File: config.mk
export PLATFORM = sky130hd
export DESIGN_NAME = mem_access_unit
export DESIGN_NICKNAME = d
export VERILOG_FILES = /design/src/rtl/mem_access_unit.sv
export SDC_FILE = /design/constraint.sdc
export NUM_CORES = 1
export LEC_CHECK = 0
export ABC_AREA = 1
export CORE_ASPECT_RATIO = 0.8
export CORE_MARGIN = 3
export CORE_UTILIZATION = 25
export DETAILED_ROUTE_END_ITERATION = 10
export GPL_ROUTABILITY_DRIVEN = 0
export PLACE_DENSITY = 0.5
export SYNTH_ARGS = -nofsm -noshare
export SYNTH_HDL_FRONTEND = slang
export SYNTH_SLANG_ARGS = --single-unit
File: constraint.sdc
create_clock -name clk -period 5.6 [get_ports clk]
set_clock_uncertainty 0.1 [all_clocks]
set_input_delay 1.12 -clock clk [delete_from_list [all_inputs] [get_ports clk]]
set_output_delay 1.12 -clock clk [all_outputs]
set_load 0.02 [all_outputs]
File: src/rtl/mem_access_unit.sv
// ---------------------------------------------------------------------------
// mem_access_unit
//   Load/store front end for a 256x32 data RAM. It accepts byte-addressed
//   byte/half/word requests from the core and returns one response per
//   request. Sub-word stores are done as a read-modify-write. Sub-word loads
//   are extracted from their lane and then sign- or zero-extended.
//
// Ports
//   clk, rst                      clock, asynchronous active-high reset
//   req_valid/req_ready           request handshake
//   req_we, req_size, req_unsigned,
//   req_addr, req_wdata           request fields (byte address, right-justified data)
//   resp_valid/resp_ready         response handshake
//   resp_rdata, resp_err          response payload
//   ram_w_enable, ram_addr,
//   ram_data_in, ram_data_out     RAM port set
//
// Parameters
//   ADDR_W  word-address width of the RAM
//   RD_LAT  RAM read latency, 0 (combinational) or 1 (registered)
//
// Configuration macro
//   MEM_ACCESS_MISALIGN_TRAP_EN  when defined, misaligned half/word requests
//   are answered with resp_err=1. When undefined, the low address bits are
//   forced aligned and the access goes ahead. A reserved size is an error
//   in both builds.
// ---------------------------------------------------------------------------
module mem_access_unit #(
    parameter int ADDR_W = 8,
    parameter int RD_LAT = 0
) (
    input  logic              clk,
    input  logic              rst,
    input  logic              req_valid,
    output logic              req_ready,
    input  logic              req_we,
    input  logic [1:0]        req_size,
    input  logic              req_unsigned,
    input  logic [ADDR_W+1:0] req_addr,
    input  logic [31:0]       req_wdata,
    output logic              resp_valid,
    input  logic              resp_ready,
    output logic [31:0]       resp_rdata,
    output logic              resp_err,
    output logic              ram_w_enable,
    output logic [ADDR_W-1:0] ram_addr,
    output logic [31:0]       ram_data_in,
    input  logic [31:0]       ram_data_out
);

    typedef enum logic [1:0] {
        S_IDLE  = 2'd0,
        S_READ  = 2'd1,
        S_WRITE = 2'd2,
        S_RESP  = 2'd3
    } state_t;

`ifdef MEM_ACCESS_MISALIGN_TRAP_EN
    localparam logic c_trap = 1'b1;
`else
    localparam logic c_trap = 1'b0;
`endif

    // Final READ cycle: the counter reaches this value when RAM data is valid.
    localparam logic c_rd_last = (RD_LAT != 0);

    // Replace the addressed lane of old_word with the low bits of wdata.
    function automatic logic [31:0] lane_merge(input logic [31:0] old_word,
                                               input logic [31:0] wdata,
                                               input logic [1:0]  size,
                                               input logic [1:0]  off);
        logic [31:0] w;
        w = old_word;
        case (size)
            2'b00:   w[{off, 3'b000} +: 8]     = wdata[7:0];
            2'b01:   w[{off[1], 4'b0000} +: 16] = wdata[15:0];
            default: w = wdata;
        endcase
        return w;
    endfunction

    // Pick the addressed lane out of word and extend it to 32 bits.
    function automatic logic [31:0] lane_extract(input logic [31:0] word,
                                                 input logic [1:0]  size,
                                                 input logic [1:0]  off,
                                                 input logic        uns);
        logic [7:0]  b;
        logic [15:0] h;
        logic [31:0] r;
        b = word[{off, 3'b000} +: 8];
        h = word[{off[1], 4'b0000} +: 16];
        case (size)
            2'b00:   r = {{24{~uns & b[7]}}, b};
            2'b01:   r = {{16{~uns & h[15]}}, h};
            default: r = word;
        endcase
        return r;
    endfunction

    state_t              r_state;
    state_t              w_next;
    logic                r_we;
    logic [1:0]          r_size;
    logic                r_unsigned;
    logic [1:0]          r_off;
    logic [31:0]         r_wdata;
    logic                r_rd_cnt;
    logic [31:0]         r_rdata;
    logic                r_err;
    logic                r_req_ready;
    logic                r_resp_valid;
    logic                r_wen;
    logic [ADDR_W-1:0]   r_ram_addr;
    logic [31:0]         r_ram_data_in;
    logic                w_req_misalign;
    logic [1:0]          w_req_off;
    logic                w_req_err;
    logic                w_rd_done;

    assign req_ready    = r_req_ready;
    assign resp_valid   = r_resp_valid;
    assign resp_rdata   = r_rdata;
    assign resp_err     = r_err;
    assign ram_w_enable = r_wen;
    assign ram_addr     = r_ram_addr;
    assign ram_data_in  = r_ram_data_in;

    assign w_rd_done = (r_rd_cnt == c_rd_last);

    // Classify the incoming request and compute its effective lane offset.
    always_comb begin
        w_req_misalign = 1'b0;
        w_req_off      = req_addr[1:0];
        case (req_size)
            2'b01: begin
                w_req_misalign = req_addr[0];
                w_req_off      = {req_addr[1], 1'b0};
            end
            2'b10: begin
                w_req_misalign = (req_addr[1:0] != 2'b00);
                w_req_off      = 2'b00;
            end
            default: begin
                w_req_misalign = 1'b0;
                w_req_off      = req_addr[1:0];
            end
        endcase
        w_req_err = (req_size == 2'b11) | (c_trap & w_req_misalign);
    end

    // Next-state logic of the request FSM.
    always_comb begin
        w_next = r_state;
        case (r_state)
            S_IDLE: begin
                if (req_valid) begin
                    if (w_req_err) begin
                        w_next = S_RESP;
                    end else if (req_we && (req_size == 2'b10)) begin
                        w_next = S_WRITE;
                    end else begin
                        w_next = S_READ;
                    end
                end else begin
                    w_next = S_IDLE;
                end
            end
            S_READ: begin
                if (w_rd_done) begin
                    w_next = r_we ? S_WRITE : S_RESP;
                end else begin
                    w_next = S_READ;
                end
            end
            S_WRITE: w_next = S_RESP;
            S_RESP: begin
                if (resp_ready) begin
                    w_next = S_IDLE;
                end else begin
                    w_next = S_RESP;
                end
            end
            default: w_next = S_IDLE;
        endcase
    end

    // FSM state register.
    always_ff @(posedge clk or posedge rst) begin
        if (rst) begin
            r_state <= S_IDLE;
        end else begin
            r_state <= w_next;
        end
    end

    // Request latches, RAM port registers and response registers.
    always_ff @(posedge clk or posedge rst) begin
        if (rst) begin
            r_we          <= 1'b0;
            r_size        <= 2'b00;
            r_unsigned    <= 1'b0;
            r_off         <= 2'b00;
            r_wdata       <= 32'h0000_0000;
            r_rd_cnt      <= 1'b0;
            r_rdata       <= 32'h0000_0000;
            r_err         <= 1'b0;
            r_req_ready   <= 1'b1;
            r_resp_valid  <= 1'b0;
            r_wen         <= 1'b0;
            r_ram_addr    <= {ADDR_W{1'b0}};
            r_ram_data_in <= 32'h0000_0000;
        end else begin
            // Handshake outputs are decoded from the state being entered.
            r_req_ready  <= (w_next == S_IDLE);
            r_resp_valid <= (w_next == S_RESP);
            r_wen        <= (w_next == S_WRITE);
            case (r_state)
                S_IDLE: begin
                    if (req_valid) begin
                        r_we       <= req_we;
                        r_size     <= req_size;
                        r_unsigned <= req_unsigned;
                        r_off      <= w_req_off;
                        r_wdata    <= req_wdata;
                        r_rd_cnt   <= 1'b0;
                        r_rdata    <= 32'h0000_0000;
                        r_err      <= w_req_err;
                        // Errored requests leave the RAM port untouched.
                        if (!w_req_err) begin
                            r_ram_addr    <= req_addr[ADDR_W+1:2];
                            r_ram_data_in <= req_wdata;
                        end
                    end
                end
                S_READ: begin
                    if (w_rd_done) begin
                        if (r_we) begin
                            r_ram_data_in <= lane_merge(ram_data_out, r_wdata, r_size, r_off);
                        end else begin
                            r_rdata <= lane_extract(ram_data_out, r_size, r_off, r_unsigned);
                        end
                    end else begin
                        r_rd_cnt <= r_rd_cnt + 1'b1;
                    end
                end
                S_RESP: begin
                    if (resp_ready) begin
                        r_rdata <= 32'h0000_0000;
                        r_err   <= 1'b0;
                    end
                end
                default: begin
                end
            endcase
        end
    end

endmodule
==> metrics.md <==
| Metric | Value |
|---|---|
| Status | complete, no violations |
| Number of synthesized register bits | 116 |
| CP startpoint kind | input pin |
| GRT Residual Overflow | 0 |
| Cells after Synth | 1009 |
| Actual slew at the worst max-slew pin | 1.09 ns |
| Setup TNS | 0 ns |
| Core area | 26500 um^2 |
| Die X | 191 um |
| GRT Util Overall | 17.6% |
| First-pass GRT wire length | 39.8 mm |
| Clk Latency, worst-skew pair | 0.42 ns |
| Max Clk Rate | 0.304 GHz |
| Leakage Power | 4.40 nW |
| HPWL after DPL | 19.1 mm |
| Net Count, Synth | 1099 |
| Final core occ | 35.1% |
| Finish-stage setup viols | 0 |
| Vias/cell | 4.69 |
| # resized after CTS | 0 |
| Required time worst endpoint | 5.81 ns |
| CTS hold repair buffers | 0 |
| TritonCTS Buffers | 17 |
| Htree depth | 4 |
| RSZ-0062 raised after global routing | no |
| Final Instance Area | 9320 um^2 |
| WS Path Type | input pin to flip-flop |
| Clk root buf | clkbuf_16 |
| Yosys cell types | 30 |
| Post-Syn Area | 6820 um^2 |
| Total number of vias | 7074 |
| Worst-case vdd ir drop | 0.000263 V |
| Drt total wl | 26.2 mm |
| Pin count of the biggest net entering global routing | 73 |
| Crit-path max FO | 38 |
| Initial antenna violation count | 1 |
| Sequential-to-total area share from yosys stat | 42.6% |
| Final min period | 3.29 ns |
| Hold Path Class | flip-flop to flip-flop |
| Fill cells | 2862 |
| DRT iter0 DRCs | 712 |
| Post-synth ARST share | 100% |
| Placed Area | 8640 um^2 |
| Final std cells w/o fill | 1508 |
| Final slew viol count | 0 |
| Crit share post-route | 58.8% |
| Synth cell count leaders | 400 x nand2_1, 115 x dfrtp_1, 102 x a21oi_1 |
| Final hold viol count | 0 |
| DR WL/cell | 17.4 um |
| Setup crit end kind | flip-flop |
| Clock buffer depth | 2 |
| Number of global-route vias before repair | 6777 |
| Routed Antenna Nets | 0 |
| DIE HEIGHT | 154 um |
| FP Rows | 53 |
| ANT cells | 0 |
| Synth area leader | dfrtp_1 |
| Final worst slack | 2.31 ns |
| Hold WS | 0.377 ns |
| Max cap viols | 0 |
| Synth top area share | 42.2% |
| CTS clk-pin slew, worst paths | 0.06 ns |
| DRC | 0 |
| Full die area | 29300 um^2 |
| Power Total | 5.45 mW |
| Area growth syn-to-layout | 36.7% |
| Critical path arrival | 3.50 ns |
| I/O pin cnt | 158 |
| Syn Area/Cell | 6.76 um^2 |
| Final nets | 1228 |
| Pre-CTS setup slack | 1.89 ns |
| Share of layout cells above drive strength 1 | 4.95% |
| Synth Warn # | 0 |
| Post-synth EDFFs | 0 |
| DR pass1 iterations | 5 |
| TritonCTS clock tree | built |
| Synth top area cells | dfrtp_1 42%, nand2_1 22%, a21oi_1 7.5%, o21ai_0 7.4%, nor2_1 4.6% |
| Post CTS Setup Buffer Count | 0 |
| Placed insts | 1476 |
| Port Buffers | 157 |
| Max_slew headroom | 27.2% |
| Most numerous cell in the Yosys netlist | nand2_1 |
| Clk sink count | 116 |
| Starting Density | 25.7% |
| Synth Flop Type | dfrtp_1 |
| Total power per unit cell area | 585 nW/um^2 |
-- power breakdown --
part	switching [mW]	internal [mW]
clock	0.422	0.839
sequential	0.288	1.20
combinational	1.74	0.958
-- final cells by class --
cell class	count	area (um^2)	share of cell area, %
Multi-Input combinational cell	767	3390	36.4
Sequential cell	116	2910	31.2
Timing Repair Buffer	164	1620	17.4
Clock buffer	21	480	5.16
Tap cell	357	447	4.79
Inverter	72	273	2.93
Clock inverter	11	196	2.11
-- path summary, 6_finish.rpt --
path                       slack (ns)        endpoint  cells after the start           start
setup reg to reg                 2.54  ram_data_in[6]                      9        r_off[0]
hold reg to reg                  0.38  resp_rdata[30]                      2  resp_rdata[30]
hold / removal                   0.38  resp_rdata[30]                      2  resp_rdata[30]
setup / recovery                 2.31  ram_data_in[2]                      8       req_valid
max in group asynchronous        3.33  ram_data_in[7]                      3             rst
min in group asynchronous        1.13      resp_valid                      2             rst
-- registers in the layout (all words and copies together) (netlist names) --
name          cells
r_state           2
resp_err          1
r_unsigned        1
req_ready         1
r_off             2
r_wdata          32
r_size            2
ram_w_enable      1
ram_addr          8
resp_valid        1
r_we              1
ram_data_in      32
resp_rdata       32
-- metal layers --
layer | GRT usage (%) | up-vias | wire [um]
met4 | 4.23 | 2 | 398
li1 | - | 3489 | -
met5 | 0 | - | 13
met3 | 4.99 | 28 | 1990
met1 | 26.1 | 3296 | 12800
met2 | 25.0 | 259 | 11000
-- cell families (layout without fill, tap and decap cells) --
kind of cell	count (synthesis)	count (layout)	synth area share, %
DFF	116	116	42.6
AOI/OAI and AO/OA	227	227	17.6
adders and majority gates	8	8	1.47
and+or+nand+nor	532	532	30.7
buffers and inverters	126	268	7.65
-- worst max-delay path: stages --
cell and delay [ns]:
clkdlybuf4s50_1 0.43, nand2_2 0.39, nor2_2 0.21, a21oi_4 0.62, buf_4 0.48, nor2_1 0.07, o21ai_1 0.09, nand2_1 0.06
-- layout by cell type, fill, tap and decap left out, drive strengths merged, types with 3 or more instances in the layout --
cell type and count:
a21oi 103, o221ai 6, buf 7, nand2 405, inv 72, clkdlybuf4s50 157
bufinv 5, ha 8, clkbuf 21, nand4 5, a211oi 3, o31ai 4
o21ai 107, nor2 86, clkinv 4, nand3 35, dfrtp 115
Note: power is estimated with default switching activity, not from simulation.
